===== config.mk =====
export PLATFORM = sky130hd
export DESIGN_NAME = arbiter_weighted
export DESIGN_NICKNAME = d
export VERILOG_FILES = /design/src/rtl/arbiter_weighted.sv
export SDC_FILE = /design/constraint.sdc
export NUM_CORES = 1
export LEC_CHECK = 0
export ABC_AREA = 1
export CAP_MARGIN = 20
export CELL_PAD_IN_SITES_DETAIL_PLACEMENT = 2
export CELL_PAD_IN_SITES_GLOBAL_PLACEMENT = 2
export CORE_UTILIZATION = 27
export CTS_BUF_LIST = sky130_fd_sc_hd__clkbuf_4 sky130_fd_sc_hd__clkbuf_8
export DETAILED_ROUTE_END_ITERATION = 10
export GPL_ROUTABILITY_DRIVEN = 0
export GPL_TIMING_DRIVEN = 0
export PLACE_DENSITY_LB_ADDON = 0.15
export SKIP_LAST_GASP = 1
export SYNTH_ARGS = -nofsm -noshare
export SYNTH_HDL_FRONTEND = slang
export SYNTH_SLANG_ARGS = --single-unit

===== constraint.sdc =====
create_clock -name clk -period 3.7 [get_ports clk]
set_input_delay 0.925 -clock clk [delete_from_list [all_inputs] [get_ports clk]]
set_output_delay 0.925 -clock clk [all_outputs]
set_load 0.005 [all_outputs]

===== src/rtl/arbiter_weighted.sv =====
// Weighted look-ahead round-robin arbiter.
// The owner keeps the grant for up to w(owner) consecutive cycles while it
// keeps requesting. Ownership then passes to the next requester in circular
// order, with no idle cycle in between. All outputs come straight from flops.
module arbiter_weighted #(
  parameter  int NUM_PORTS    = 6,
  parameter  int WEIGHT_WIDTH = 4,
  localparam int ID_WIDTH     = (NUM_PORTS > 2) ? $clog2(NUM_PORTS) : 1
) (
  input  logic                              clk,
  input  logic                              rst,
  input  logic [0:NUM_PORTS-1]              request,
  input  logic [NUM_PORTS*WEIGHT_WIDTH-1:0] weight,
  output logic [0:NUM_PORTS-1]              grant,
  output logic [ID_WIDTH-1:0]               grant_id,
  output logic                              active
);

  // Port count at search-index width. The extra bit lets owner+k be formed
  // before it is folded back into range.
  localparam logic [ID_WIDTH:0] NP = (ID_WIDTH+1)'(NUM_PORTS);

  typedef enum logic {
    ST_IDLE = 1'b0,
    ST_OWN  = 1'b1
  } state_e;

  state_e                    state_q, state_d;
  logic [ID_WIDTH-1:0]       owner_q, owner_d;
  logic [ID_WIDTH-1:0]       grant_id_q, grant_id_d;
  logic [WEIGHT_WIDTH-1:0]   count_q, count_d;
  logic [0:NUM_PORTS-1]      grant_q, grant_d;

  logic [WEIGHT_WIDTH-1:0]   w_eff [NUM_PORTS];
  logic [WEIGHT_WIDTH:0]     count_inc;
  logic [WEIGHT_WIDTH:0]     owner_limit;
  logic                      hold;
  logic                      any_req;
  logic [ID_WIDTH-1:0]       pick;
  logic [ID_WIDTH:0]         cand;

  // Unpack per-port burst limits; a programmed 0 behaves as 1.
  always_comb begin
    for (int unsigned i = 0; i < NUM_PORTS; i++) begin
      w_eff[i] = (weight[i*WEIGHT_WIDTH +: WEIGHT_WIDTH] == '0)
               ? WEIGHT_WIDTH'(1)
               : weight[i*WEIGHT_WIDTH +: WEIGHT_WIDTH];
    end
  end

  // Burst check, one bit wider than count so an all-ones weight cannot wrap.
  always_comb begin
    count_inc   = {1'b0, count_q} + (WEIGHT_WIDTH+1)'(1);
    owner_limit = {1'b0, w_eff[owner_q]};
    hold        = (state_q == ST_OWN) && request[owner_q] &&
                  (count_inc < owner_limit);
  end

  // Circular search starting just after the owner and ending on the owner,
  // so the current owner has the lowest priority.
  always_comb begin
    any_req = 1'b0;
    pick    = owner_q;
    cand    = '0;
    for (int unsigned k = 1; k <= NUM_PORTS; k++) begin
      cand = {1'b0, owner_q} + (ID_WIDTH+1)'(k);
      if (cand >= NP) begin
        cand = cand - NP;
      end
      if (!any_req && request[cand[ID_WIDTH-1:0]]) begin
        any_req = 1'b1;
        pick    = cand[ID_WIDTH-1:0];
      end
    end
  end

  // Next-state selection: HOLD the burst, PASS to the next requester, or IDLE.
  always_comb begin
    state_d    = state_q;
    owner_d    = owner_q;
    count_d    = count_q;
    grant_d    = grant_q;
    grant_id_d = grant_id_q;
    if (hold) begin
      count_d = count_inc[WEIGHT_WIDTH-1:0];
    end else if (any_req) begin
      state_d       = ST_OWN;
      owner_d       = pick;
      count_d       = '0;
      grant_d       = '0;
      grant_d[pick] = 1'b1;
      grant_id_d    = pick;
    end else begin
      // Owner is kept so the next search resumes fairly from it.
      state_d = ST_IDLE;
      count_d = '0;
      grant_d = '0;
    end
  end

  // State registers with synchronous active-low reset.
  always_ff @(posedge clk) begin
    if (!rst) begin
      state_q    <= ST_IDLE;
      owner_q    <= ID_WIDTH'(NUM_PORTS-1);
      count_q    <= '0;
      grant_q    <= '0;
      grant_id_q <= '0;
    end else begin
      state_q    <= state_d;
      owner_q    <= owner_d;
      count_q    <= count_d;
      grant_q    <= grant_d;
      grant_id_q <= grant_id_d;
    end
  end

  assign grant    = grant_q;
  assign grant_id = grant_id_q;
  assign active   = (state_q == ST_OWN);

endmodule


==> results.toml, run 1 <==
[clock_tree]
htree_levels = 1
postCtsSetupBuffers = 0
clk_pin_slew_ns = 0.06
clock-sinks = 16
clk_path_buf_depth = 2
hold_buffers = 0
insertion_delay_ns = 0.25
cts-root-buf = "clkbuf_8"
cts_tree = "yes"
cts_buffers = 3

[logic_synthesis]
yosysWarnings = 0
seq_area_frac_synth_pct = 15.3
ys_seq_elements = 16
ys.flop_type = "dfxtp_1"
synthCells = 354
synth_area_leaders = "nand2_1 (19%), dfxtp_1 (15%), ha_1 (9.0%)"
syn_nets = 401
syn_avg_cell_area_sq_um = 5.92
synth-edff-count = 0
yosysTopAreaCellShare_pct = 19.0
postSynth.asyncResetShare_pct = 0
syn_area_sq_mm = 0.00209
yosys.area.top_type = "nand2_1"
synth.distinct_cells = 40

[drt]
vias = 2411
drt_iter0_drc = 29
vias_per_cell = 4.85
firstDrtPassIters = 4
drc_errors = 0
ant_nets = 0
routed_wirelength_microns = 7170
wl_per_cell_microns = 14.4

[sta]
finalSetupViolations = 0
hold_ws_ns = 0.453
slew_headroom_pct = 59.4
fin_skew_ns = 0.00392
fin_crit_sh_pct = 91.2
fmax_mhz = 296
worst_pin_slew_ns = 0.603
final_hold_viol_count = 0
slew_viol_final = 0
layout_min_cycle_time_ns = 3.38
rsz0062_at_grt = "false"

[job]
cap_violations = 0

[floorplan]
die_x_microns = 90.1
coreArea_sq_mm = 0.00737
start_util_pct = 28.4
dieHeight_microns = 90.1
io_pins = 42
dieArea_sq_mm = 0.00811
rows = 31

[final_layout]
drive_gt1_share_pct = 15.6
final_nets = 447
n_antenna_cell = 0
areaGrowthSynthToFinish_pct = 28.0

[grt]
grt-ovfl-total = 0
grt_pass1_vias = 2577
antenna_found_initial = 0
grt_util_all_layers_pct = 18.6
grt_max_degree = 17
grt_pass1_wl_microns = 12400

[worst_setup_path]
regToRegSetupSlack_ns = 0.32
reg2reg_depth = 19
rr_startpoint = "owner_q[0]"
cp-startpoint = "owner_q[0]"
path_max_fanout = 11
required_ns = 3.85
worstPathArrival_ns = 3.53
end_kind = "flip-flop"
reg2reg_to = "grant[3]"
startpoint_type = "flip-flop"
endpoint = "grant[3]"
path_class = "flip-flop to flip-flop"

[placed_design]
dp_hpwl_microns = 6020
numPortBuffers = 41

[run_status]
status = "completed"

[min_path]
holdCritPathClass = "flip-flop to flip-flop"
[sequential cells by signal, indices dropped and copies added, names as in the netlist]
register  cells
grant         6
count_q       4
owner_q       3
grant_id      2
active        1
[worst max-delay path: stages, from the launching register on]
cell	delay, ns
dfxtp_1	0.37
buf_6	0.17
inv_2	0.05
buf_2	0.25
buf_2	0.28
ha_2	0.39
inv_2	0.16
nand4_2	0.18
nand3_2	0.17
nand2_1	0.07
nand3_1	0.13
nand3_2	0.12
nor2_4	0.16
nand4_1	0.16
nand2_2	0.21
inv_2	0.08
nand2_2	0.12
nor2_4	0.05
nand3_1	0.10
nand2_1	0.05
[cell type report]
type | count | area, sq um
clock buffers | 3 | 41.3
flip-flops and latches | 16 | 320
inverters | 53 | 201
well taps | 99 | 124
multi-input cells | 276 | 1520
fillers | 942 | 4690
plain buffers | 9 | 61.3
repair buffers | 41 | 410
[cell usage in the layout, fill, tap and decap left out, drive strengths merged, types with 2 or more instances in the layout]
master	n
o21ai	20
nand4	12
nand2	123
clkbuf	5
ha	15
nor3	4
o211ai	3
a31oi	2
or2	3
clkdlybuf4s50	41
buf	7
a21oi	12
dfxtp	16
inv	52
nor2	37
xnor2	2
nand3	35
[synth_stat cells (5+ instances only)]
cell type    n
o21ai_1      6
inv_2        9
nand2_2     13
nand2_1    106
inv_1       42
nor2_4       5
nand3_2      5
ha_1        15
nand4_1      9
o21ai_0     13
nor2_1      28
nand3_1     30
dfxtp_1     16
a21oi_1     12
[routing by layer]
metal	wire [microns]	track usage, %
met1	3320	22.6
met3	154	2.45
met5	0	0
met2	3680	35.7
met4	17	1.61
[worst min path at each step]
| stage | start | endpoint | slack (ns) | depth (start not counted) |
|---|---|---|---|---|
| 6_report | grant[4] | grant[4] | 0.45 | 2 |
| 5_1_grt | grant[5] | grant[5] | 0.48 | 2 |
| 4_1_cts | grant[4] | grant[4] | 0.46 | 2 |
| 3_5_place_dp | grant[4] | grant[4] | 0.45 | 2 |
| 3_3_place_gp | grant[5] | grant[5] | 0.44 | 2 |
| 2_1_floorplan | count_q[0] | count_q[0] | 0.43 | 1 |
[cells by family (layout without fill, tap and decap cells)]
family,after synthesis,in the layout,share of synthesized area [%]
AOI/OAI and AO/OA,43,43,11.8
buffers and inverters,62,106,12.4
DFF,16,16,15.3
xor gates and xnor gates,2,2,0.836
adders and majority gates,15,15,8.96
and+or+nand+nor,216,216,50.7
[repair_timing]
action	CTS	global route
pin swaps	0	0
endpoints found under the setup margin	1	11
gates resized for setup	1	4
[stage by stage]
stage | area (sq um) | setup TNS (ns) | util, % | cells | worst slack, ns
4_1_cts | 2670 | 0 | 36.2 | 497 | 0.169
6_report | 2680 | 0 | 36.4 | 497 | 0.325
5_1_grt | 2680 | 0 | 36.4 | 497 | 0.00735
3_3_place_gp | 2630 | 0 | 35.7 | 494 | 0.0595
3_5_place_dp | 2630 | -0.0341 | 35.7 | 494 | -0.0341
2_1_floorplan | 2090 | 0 | - | 354 | 0.942
Power of run 1 is left out: the tool's default activity adds up to more than one toggle a clock period on the data nets, which glitch-free logic cannot reach.
==> run 2: changes to the inputs <==
CELL_PAD_IN_SITES_DETAIL_PLACEMENT = 0   (was 2)
CELL_PAD_IN_SITES_GLOBAL_PLACEMENT = 1   (was 2)
CORE_UTILIZATION = 36   (was 27)
PLACE_DENSITY_LB_ADDON = 0.1   (was 0.15)
==> results.toml, run 2 (synthesized netlist as in run 1, its figures left out) <==
[sta]
slew_headroom_pct = 61.1
worst_pin_slew_ns = 0.577
fin_crit_sh_pct = 89.4
slew_viol_final = 0
fin_setup_tns_ns = 0
final_hold_viol_count = 0
fin_skew_ns = 0.00489
rsz0062_at_grt = "false"
fmax_mhz = 302
layout_min_cycle_time_ns = 3.31
finalSetupViolations = 0

[worst_setup_path]
worstPathArrival_ns = 3.45
crit_path_max_incr_delay_ns = 0.54
cp_common_cell = "nand2_2"
startpoint_type = "flip-flop"
cp_top_family = "simple AND/OR/NAND/NOR gates"
end_kind = "flip-flop"
required_ns = 3.84
path_max_fanout = 11
cp_slowest_cell = "ha_1"
path_class = "flip-flop to flip-flop"
cp_num_buf_inv = 6
crit_path_cell_trace = "buf_6, inv_2, buf_2, clkbuf_2, ha_1, inv_2, nor2_1, nand2_1, nand2_2, nand2_1, nand3_1, nand2_2, nor2_4, nand4_1, nand2_2, inv_2, nand2_2, nor2_4, nand3_1, nand2_1"

[placed_design]
dp_hpwl_microns = 4550
numPortBuffers = 41

[clock_tree]
htree_levels = 1
insertion_delay_ns = 0.25
cts-root-buf = "clkbuf_8"
cts_tree = "yes"
clk_pin_slew_ns = 0.06
clk_path_buf_depth = 2
clock-sinks = 16
cts_buffers = 3

[final_layout]
areaGrowthSynthToFinish_pct = 25.9
drive_gt1_share_pct = 14.8
final_cell_mix = "nand2_1 (106), inv_1 (42), clkdlybuf4s50_1 (41)"
layout_commonest_cell = "nand2_1"
largest_register_ffs = 6
n_antenna_cell = 0
final_nets = 447

[drt]
ant_nets = 0
wl_per_cell_microns = 11.6
vias_per_cell = 4.78
firstDrtPassIters = 4
drc_errors = 0
routed_wirelength_microns = 5440
drt_iter0_drc = 93
vias = 2248

[floorplan]
dieArea_sq_mm = 0.00613
start_util_pct = 37.8
rows = 27
io_pins = 42
die_x_microns = 78.3
coreArea_sq_mm = 0.00554
dieHeight_microns = 78.3

[min_path]
holdCritPathClass = "flip-flop to flip-flop"

[grt]
grt_pass1_vias = 2139
antenna_found_initial = 0
grt_max_degree = 17
grt-ovfl-total = 0
grt_pass1_wl_microns = 9760
grt_util_all_layers_pct = 19.7

[job]
cap_violations = 0

[run_status]
status = "completed"
==> run 2: cell counts in the layout (fill, tap and decap cells not counted) <==
Identical to the previous run, type by type.
==> run 2: path summary, 6_finish.rpt <==
check	start	to	slack [ns]	depth (start not counted)
setup / recovery	owner_q[0]	grant[5]	0.39	20
hold / removal	grant[1]	grant[1]	0.45	2
setup reg to reg	owner_q[0]	grant[5]	0.39	20
hold reg to reg	grant[1]	grant[1]	0.45	2
==> run 2: layout make-up <==
class | instances | area, sq um
Fill cell | 613 | 2900
Inverter | 53 | 201
Tap cell | 72 | 90.1
Clock buffer | 3 | 41.3
Sequential cell | 16 | 320
Timing Repair Buffer | 41 | 410
Buffer | 9 | 58.8
Multi-Input combinational cell | 276 | 1520
==> run 2: worst reg2reg max path: stages (launching register included) <==
cell      delay [ns]
dfxtp_1         0.42
buf_6           0.17
inv_2           0.04
buf_2           0.19
clkbuf_2        0.24
ha_1            0.54
inv_2           0.14
nor2_1          0.13
nand2_1         0.08
nand2_2         0.12
nand2_1         0.07
nand3_1         0.08
nand2_2         0.10
nor2_4          0.17
nand4_1         0.16
nand2_2         0.20
inv_2           0.07
nand2_2         0.11
nor2_4          0.05
nand3_1         0.09
nand2_1         0.05
==> run 2: stage by stage <==
step                      instances  utilization, %  setup slack (ns)  hold WS [ns]  area (sq um)
after floorplan                 354               -             0.942         0.430          2090
after global placement          467            46.8            0.0836         0.439          2590
after detailed placement        467            46.8            0.0721         0.440          2590
after CTS                       470            47.6             0.210         0.454          2640
after global routing            470            47.6            0.0532         0.465          2640
final                           470            47.6             0.391         0.451          2640
==> run 2: routing by layer <==
layer	up-vias	GRT usage (%)	wire (microns)
li1	1231	-	-
met1	960	25.9	2620
met2	47	33.4	2520
met3	10	2.44	161
met4	0	5.74	149
met5	-	0	0
==> run 2: repair_timing <==
action,CTS,global route
hold buffers,0,0
resized for setup,0,1
endpoints found under the setup margin,0,8
buffers inserted,0,0
hold endpoints to repair,0,0
Power of run 2 is left out for the same reason.
==> run 3: changes to the inputs <==
CORE_UTILIZATION = 39   (was 36)
clock period = 4.15 ns   (was 3.7 ns; I/O delays follow)
==> results.toml, run 3 (synthesized netlist as in run 1, its figures left out) <==
[worst_setup_path]
path_max_fanout = 7
path_class = "input port to flip-flop"
rr_startpoint = "owner_q[0]"
cp_top_family = "simple AND/OR/NAND/NOR gates"
worstPathArrival_ns = 3.63
reg2reg_depth = 19
worst-path-stages = 13
startpoint_type = "input port"
crit_path_max_incr_delay_ns = 0.45
required_ns = 4.32
cp-startpoint = "weight[11]"
end_kind = "flip-flop"
cp_slowest_cell = "clkdlybuf4s50_1"
crit_path_cell_trace = "clkdlybuf4s50_1, inv_1, a21oi_1, o21ai_0, a21oi_1, a31oi_1, ha_1, and3_1, a211oi_1, nand3_1, nor2_1, inv_1, nor3_1"
cp_num_buf_inv = 3

[placed_design]
dp.cells = 465
dp_hpwl_microns = 4390
numPortBuffers = 41

[sta]
slew_headroom_pct = 61.0
slew_viol_final = 0
fin_setup_tns_ns = 0
finalSetupViolations = 0
fmax_mhz = 289
rsz0062_at_grt = "false"
fin_skew_ns = 0.00507
worst_pin_slew_ns = 0.579
fin_crit_sh_pct = 83.5
layout_min_cycle_time_ns = 3.47
final_hold_viol_count = 0

[clock_tree]
clk_path_buf_depth = 2
htree_levels = 1
insertion_delay_ns = 0.25
postCtsSetupBuffers = 0
clk_pin_slew_ns = 0.06
ctsResizeCount = 0
cts_tree = "yes"
clock-sinks = 16
hold_buffers = 0
cts_buffers = 3
cts-root-buf = "clkbuf_8"

[grt]
grt_max_degree = 17
grt_pass1_wl_microns = 9000
grt_pass1_vias = 2053
grt_util_all_layers_pct = 20.4
antenna_found_initial = 0
grt-ovfl-total = 0

[drt]
drc_errors = 0
vias = 2207
routed.top_layer = "met4"
vias_per_cell = 4.72
ant_nets = 0
routed_wirelength_microns = 5330
wl_met1_microns = 2630
drt_iter0_drc = 69
dr_wl_met3_microns = 121
wl_per_cell_microns = 11.4
firstDrtPassIters = 4
wl_met2_microns = 2540

[min_path]
holdCritPathClass = "flip-flop to flip-flop"
whs_path_depth = 2
min_from = "grant[4]"

[final_layout]
n_antenna_cell = 0
finalNonFillerCells = 468
largest_register_ffs = 6
final_cell_mix = "nand2_1 (106), inv_1 (42), clkdlybuf4s50_1 (41)"
drive_gt1_share_pct = 14.6
areaGrowthSynthToFinish_pct = 25.7
layout_commonest_cell = "nand2_1"
final_nets = 447

[floorplan]
die_x_microns = 75.3
io_pins = 42
dieHeight_microns = 75.3
dieArea_sq_mm = 0.00567
start_util_pct = 40.7
coreArea_sq_mm = 0.00514
rows = 26

[job]
cap_violations = 0

[run_status]
status = "completed"
[run 3: area by class of cell]
class | count | area [sq um]
fill | 546 | 2510
multi-input combinational | 276 | 1520
timing repair buffer | 41 | 410
sequential | 16 | 320
inverter | 53 | 201
tap | 70 | 87.6
buffer | 9 | 57.6
clock buffer | 3 | 41.3
[run 3: final timing paths]
| path | endpoint | slack, ns |
|---|---|---|
| worst max register to register | grant[5] | 0.76 |
| worst max-delay path | count_q[2] | 0.68 |
| worst min register to register | grant[4] | 0.45 |
| worst min-delay path | grant[4] | 0.45 |
[run 3: tightest hold or removal path, cell delays in order (launching register included)]
cell and delay, ns:
dfxtp_1 0.31, nand2_1 0.06, nand2_1 0.04
[run 3: per-stage QoR]
| step | instance area, sq um | utilization (%) | hold WS, ns | worst slack, ns |
|---|---|---|---|---|
| after floorplan | 2090 | - | 0.430 | 1.34 |
| after global placement | 2590 | 50.4 | 0.437 | 0.399 |
| after detailed placement | 2590 | 50.4 | 0.440 | 0.422 |
| after CTS | 2630 | 51.2 | 0.453 | 0.667 |
| after global routing | 2630 | 51.2 | 0.480 | 0.418 |
| final | 2630 | 51.2 | 0.452 | 0.684 |
[run 3: layer usage]
| metal | vias up | track usage [%] |
|---|---|---|
| met3 | 5 | 1.74 |
| met2 | 31 | 37.2 |
| li1 | 1224 | - |
| met1 | 947 | 26.0 |
| met5 | - | 0 |
| met4 | 0 | 4.53 |
Power of run 3 is left out for the same reason.
